$ cat config.mk
export PLATFORM = sky130hd
export DESIGN_NAME = mipsfpga_ahb_dma
export DESIGN_NICKNAME = d
export VERILOG_FILES = /design/src/rtl/mipsfpga_ahb_pkg.sv /design/src/rtl/mipsfpga_ahb_dma.sv
export SDC_FILE = /design/constraint.sdc
export NUM_CORES = 1
export LEC_CHECK = 0
export CAP_MARGIN = 20
export CORE_MARGIN = 2
export CORE_UTILIZATION = 52
export DETAILED_ROUTE_END_ITERATION = 6
export PLACE_DENSITY = 0.89
export SETUP_SLACK_MARGIN = 0.5
export SYNTH_ARGS = -nofsm -noshare
export SYNTH_HDL_FRONTEND = slang
export SYNTH_SLANG_ARGS = --single-unit
$ cat constraint.sdc
create_clock -name HCLK -period 2.97 [get_ports HCLK]
set_clock_uncertainty 0.2 [all_clocks]
set_input_delay 0.297 -clock HCLK [delete_from_list [all_inputs] [get_ports HCLK]]
set_output_delay 0.297 -clock HCLK [all_outputs]
set_load 0.01 [all_outputs]
$ cat src/rtl/mipsfpga_ahb_pkg.sv
`default_nettype none
// ============================================================================
// Module   : mipsfpga_ahb_pkg
// Purpose  : AHB encodings and the DMA master state enum.
// Revision : 1.0  initial release
// ============================================================================
package mipsfpga_ahb_pkg;

    localparam logic [1:0]  HTRANS_IDLE   = 2'b00;
    localparam logic [1:0]  HTRANS_NONSEQ = 2'b10;
    localparam logic [2:0]  HSIZE_WORD    = 3'b010;
    localparam logic [2:0]  HBURST_SINGLE = 3'b000;
    localparam logic [3:0]  HPROT_DATA    = 4'b0011;
    localparam logic [31:0] WORD_STRIDE   = 32'd4;

    typedef enum logic [2:0] {
        ST_IDLE    = 3'd0,
        ST_REQ     = 3'd1,
        ST_RD_ADDR = 3'd2,
        ST_RD_DATA = 3'd3,
        ST_WR_ADDR = 3'd4,
        ST_WR_DATA = 3'd5,
        ST_DONE    = 3'd6
    } dma_state_t;

endpackage
`default_nettype wire

$ cat src/rtl/mipsfpga_ahb_dma.sv
`default_nettype none
// ============================================================================
// Module   : mipsfpga_ahb_dma
// Purpose  : Word-by-word memory-to-memory copy engine on an AHB master port.
//            Define MIPSFPGA_DMA_LOCK_EN to lock the bus for the whole copy.
// Revision : 1.0  initial release
// ============================================================================
module mipsfpga_ahb_dma
    import mipsfpga_ahb_pkg::*;
(
    input  logic        HCLK,
    input  logic        HRESET,
    input  logic        dma_start,
    input  logic [31:0] dma_src,
    input  logic [31:0] dma_dst,
    input  logic [15:0] dma_len,
    output logic        dma_busy,
    output logic        dma_done,
    output logic        dma_err,
    output logic [31:0] HADDR,
    output logic [2:0]  HBURST,
    output logic [3:0]  HPROT,
    output logic [2:0]  HSIZE,
    output logic [1:0]  HTRANS,
    output logic [31:0] HWDATA,
    output logic        HWRITE,
    output logic        HBUSREQ,
    output logic        HLOCK,
    input  logic        HGRANT,
    input  logic        HREADY,
    input  logic [31:0] HRDATA,
    input  logic        HRESP
);

    dma_state_t  r_state;
    logic [31:0] r_src;
    logic [31:0] r_dst;
    logic [15:0] r_len;
    logic [31:0] r_hold;
    logic [31:0] r_haddr;
    logic [31:0] r_hwdata;
    logic        r_hwrite;
    logic        r_busreq;
    logic        r_done;
    logic        r_err;

    logic        w_addr_phase;
    logic        w_addr_done;
    logic        w_data_err;

    assign w_addr_phase = (r_state == ST_RD_ADDR) || (r_state == ST_WR_ADDR);
    assign w_addr_done  = w_addr_phase && HGRANT && HREADY;
    assign w_data_err   = HREADY && HRESP;

    // HTRANS follows HGRANT in the same cycle so the transfer starts the
    // moment ownership is granted.
    assign HTRANS   = (w_addr_phase && HGRANT) ? HTRANS_NONSEQ : HTRANS_IDLE;
    assign HSIZE    = HSIZE_WORD;
    assign HBURST   = HBURST_SINGLE;
    assign HPROT    = HPROT_DATA;
    assign HADDR    = r_haddr;
    assign HWRITE   = r_hwrite;
    assign HWDATA   = r_hwdata;
    assign HBUSREQ  = r_busreq;
    assign dma_busy = (r_state != ST_IDLE);
    assign dma_done = r_done;
    assign dma_err  = r_err;

`ifdef MIPSFPGA_DMA_LOCK_EN
    assign HLOCK = r_busreq;
`else
    assign HLOCK = 1'b0;
`endif

    always_ff @(posedge HCLK) begin
        if (HRESET) begin
            r_state  <= ST_IDLE;
            r_src    <= '0;
            r_dst    <= '0;
            r_len    <= '0;
            r_hold   <= '0;
            r_haddr  <= '0;
            r_hwdata <= '0;
            r_hwrite <= 1'b0;
            r_busreq <= 1'b0;
            r_done   <= 1'b0;
            r_err    <= 1'b0;
        end else begin
            r_done <= 1'b0;
            case (r_state)
                ST_IDLE: begin
                    if (dma_start) begin
                        r_err <= 1'b0;
                        if (dma_len != 16'd0) begin
                            r_src    <= dma_src;
                            r_dst    <= dma_dst;
                            r_len    <= dma_len;
                            r_busreq <= 1'b1;
                            r_state  <= ST_REQ;
                        end else begin
                            r_done  <= 1'b1;
                            r_state <= ST_DONE;
                        end
                    end
                end
                ST_REQ: begin
                    r_haddr  <= r_src;
                    r_hwrite <= 1'b0;
                    r_state  <= ST_RD_ADDR;
                end
                ST_RD_ADDR: begin
                    if (w_addr_done) begin
                        r_state <= ST_RD_DATA;
                    end
                end
                ST_RD_DATA: begin
                    if (w_data_err) begin
                        r_busreq <= 1'b0;
                        r_done   <= 1'b1;
                        r_err    <= 1'b1;
                        r_state  <= ST_DONE;
                    end else if (HREADY) begin
                        r_hold   <= HRDATA;
                        r_haddr  <= r_dst;
                        r_hwrite <= 1'b1;
                        r_state  <= ST_WR_ADDR;
                    end
                end
                ST_WR_ADDR: begin
                    if (w_addr_done) begin
                        r_hwdata <= r_hold;
                        r_state  <= ST_WR_DATA;
                    end
                end
                ST_WR_DATA: begin
                    if (w_data_err) begin
                        r_busreq <= 1'b0;
                        r_done   <= 1'b1;
                        r_err    <= 1'b1;
                        r_state  <= ST_DONE;
                    end else if (HREADY) begin
                        r_src <= r_src + WORD_STRIDE;
                        r_dst <= r_dst + WORD_STRIDE;
                        r_len <= r_len - 16'd1;
                        // Pre-decrement length of one means this was the last word.
                        if (r_len == 16'd1) begin
                            r_busreq <= 1'b0;
                            r_done   <= 1'b1;
                            r_state  <= ST_DONE;
                        end else begin
                            r_haddr  <= r_src + WORD_STRIDE;
                            r_hwrite <= 1'b0;
                            r_state  <= ST_RD_ADDR;
                        end
                    end
                end
                ST_DONE: begin
                    r_state <= ST_IDLE;
                end
                default: begin
                    r_busreq <= 1'b0;
                    r_state  <= ST_IDLE;
                end
            endcase
        end
    end

endmodule
`default_nettype wire

==> metrics.csv <==
metric,value,unit
status,"complete, no violations",
antenna_found_initial,1,
first_global_vias,9718,
pin_count,200,
powerDensity,498,nW/µm²
hold_path_depth,3,
layout.nets,1555,
crit_type,reg -> reg,
hold_viol_final,0,
fmax,409,MHz
synthAdderAreaFrac,0.00628,
drive_gt1_frac,0.0823,
ys.flop_type,dfxtp_1,
drv_cap,0,
tritoncts,yes,
async_flop_share,0,
p_leak,4.33,nW
grt_start_max_net_pins,149,
end_kind,flip-flop,
crit_cells,6,
r2r_cells,6,
place.gp.congestion,0.954,
num_antenna_cells,0,
syn_avg_cell_area,7.42,µm²
p_seq_frac,0.450,
ant_nets,0,
drt-pass1-iter-count,6,
synth_top_family_by_area,compound AO/OA/AOI/OAI gates,
core-area,18000,µm²
yosysUniqueCellTypes,72,
path_cells,and4_1 -> nand3_1 -> buf_4 -> o311a_1 -> nor3_1 -> a21oi_1,
path_delay_family,simple AND/OR/NAND/NOR gates,
relSlewSlack,0.485,
crit_slowest_cell,dfxtp_1,
ys_seq_area_frac,0.383,
synth_mux_area_frac,0.00431,
root_buffer,clkbuf_16,
wire_per_inst,18.6,µm
yosys.area_share.simple,0.242,
crit_arrival,2.57,ns
clock_latency,0.44,ns
dp_hpwl,20500,µm
drt_wl_total,31100,µm
worstSetupStartpointType,flip-flop,
rows,49,
cp_data_required_time,3.09,ns
vdd_drop_max,0.450,mV
synth_xor_xnor_area_share,0.00183,
tns,0,ns
p_int,4.35,mW
power.share.switching,0.298,
htree_levels,4,
tightestPinTransition,0.773,ns
die_h,140,µm
seq_area,3670,µm²
clk_pin_slew,0.08,ns
cts_num_sinks,183,
power_frac_comb,0.175,
dieArea,19500,µm²
setup-violations-final,0,
netlist_instances,1289,
grt.total_usage,0.307,
min_period_over_period,0.823,
grt_pass1_wl,49400,µm
hold_path_class,in -> reg,
synth_compound_area_frac,0.297,
overflow,0,
initial_core_util,0.531,
clock_path_buffers,2,
p_clk_frac,0.374,
final_core_util,0.690,
fp.dieW,140,µm
fill_cells,1427,
numCtsBuffers,17,
ys_seq_elements,183,
io_buffers,187,
period_minus_slack,2.44,ns
vias,10700,
synth_edf_count,0,
maxSlewViolCount,0,
synth_area,9570,µm²
area_delta_synth_final,30.0,%
cp_num_buf_inv,1,
p_switching,1.85,mW
drcViolationCount,0,
avgViaCountPerCell,6.40,
slowest_delay,0.49,ns
multiInputGateArea,5440,µm²
ys_warn_count,0,
rsz0062_at_grt,yes,
drtIter0Drc,1336,
crit_fanout,10,
==> what timing repair did <==
action / CTS / global route
setup buffers: 0 / 1
endpoints found under the setup margin: 35 / 56
pin swaps: 0 / 1
resized for setup: 12 / 21
hold buffers: 0 / 0
hold endpoints to repair: 0 / 0
==> kinds of logic (layout without fill, tap and decap cells) <==
kind of cell,after synthesis,after routing
other,2,12
and+or+nand+nor,495,495
xor gates and xnor gates,2,2
DFF,183,183
buffers and inverters,144,291
AOI/OAI and AO/OA,454,454
muxes,4,4
adders and majority gates,5,5
==> routing by layer <==
| metal | vias up | GRT usage | wire length (µm) | part of all wire |
|---|---|---|---|---|
| li1 | 4974 | - | - | - |
| met1 | 4954 | 0.405 | 12200 | 0.39 |
| met2 | 699 | 0.492 | 14600 | 0.47 |
| met3 | 97 | 0.0719 | 3420 | 0.11 |
| met4 | 2 | 0.113 | 894 | 0.029 |
| met5 | - | 0 | 12 | 0.00039 |
==> tightest hold or removal path: stages <==
cell and delay, ns:
clkdlybuf4s50_1 0.39, nand2_1 0.05, a21oi_1 0.05
==> layout by cell type, fill, tap and decap left out, types with 25 or more instances in the layout <==
master             n
nand2_1          223
a21oi_1          168
dfxtp_1          179
nor3_1            30
buf_4             41
o21ai_0           91
nand4_1           25
nor2_1            81
a31oi_1           29
nand3_1           35
clkdlybuf4s50_1  186
==> state kept, by name, indices dropped and copies added (netlist names) <==
signal    count
r_len        16
dma_err       1
HWRITE        1
HBUSREQ       1
r_src        32
HWDATA       32
r_dst        32
r_hold       32
HADDR        32
r_state       3
dma_done      1
==> cells in the mapped netlist, drive strengths merged (6+ instances only) <==
| cell type | number | area share |
|---|---|---|
| o31a | 10 | 0.0092 |
| and3 | 8 | 0.0052 |
| a311oi | 7 | 0.0064 |
| o31ai | 8 | 0.0063 |
| a22oi | 9 | 0.0071 |
| a221oi | 12 | 0.012 |
| nand3 | 37 | 0.019 |
| a32o | 7 | 0.0073 |
| inv | 20 | 0.0078 |
| a21oi | 168 | 0.088 |
| a22o | 10 | 0.0092 |
| o22ai | 16 | 0.010 |
| a211oi | 16 | 0.014 |
| nor4 | 27 | 0.019 |
| a31oi | 29 | 0.019 |
| or3 | 10 | 0.0065 |
| nor3 | 34 | 0.018 |
| buf | 36 | 0.023 |
| a21o | 16 | 0.013 |
| o21ai | 97 | 0.051 |
| a2bb2oi | 12 | 0.011 |
| o211ai | 7 | 0.0055 |
| and4 | 6 | 0.0055 |
| o32ai | 8 | 0.0073 |
| nand2 | 223 | 0.087 |
| nor2 | 83 | 0.033 |
| clkbuf | 87 | 0.034 |
| nand4 | 25 | 0.016 |
| dfxtp | 183 | 0.38 |
| and2 | 14 | 0.0092 |
==> worst paths after layout <==
path | start | endpoint | slack, ns
max | r_src[11] | HADDR[22] | 0.53
max reg2reg | r_src[11] | HADDR[22] | 0.53
min reg2reg | r_hold[2] | HWDATA[2] | 0.25
min | HRDATA[23] | r_hold[23] | 0.20
==> area by class of cell <==
cell class	instances	area share
Sequential cell	183	0.295
Timing Repair Buffer	238	0.190
Clock buffer	17	0.0342
Multi-Input combinational cell	972	0.437
Tap cell	229	0.0230
Clock inverter	15	0.0143
Inverter	21	0.00634
==> through the flow <==
stage	cell area [µm²]	power, mW	cells	setup WS (ns)	hold slack, ns
2_1_floorplan	9610	3.39	1299	0.683	0.232
3_3_place_gp	11700	3.84	1642	0.212	0.236
3_5_place_dp	11700	3.87	1642	0.202	0.244
4_1_cts	12400	6.17	1674	0.448	0.185
5_1_grt	12400	6.41	1675	0.420	0.198
6_report	12400	6.20	1675	0.526	0.196
==> power groups by stage <==
stage | Combinational [mW] | Sequential [mW] | Clock [mW]
global placement | 1.02 | 2.83 | 0
finish | 1.09 | 2.79 | 2.32
detailed placement | 1.04 | 2.83 | 0
floorplan | 0.600 | 2.79 | 0
CTS | 1.05 | 2.78 | 2.34
global route | 1.17 | 2.81 | 2.43
No activity file was read; power rests on OpenSTA's default activity.
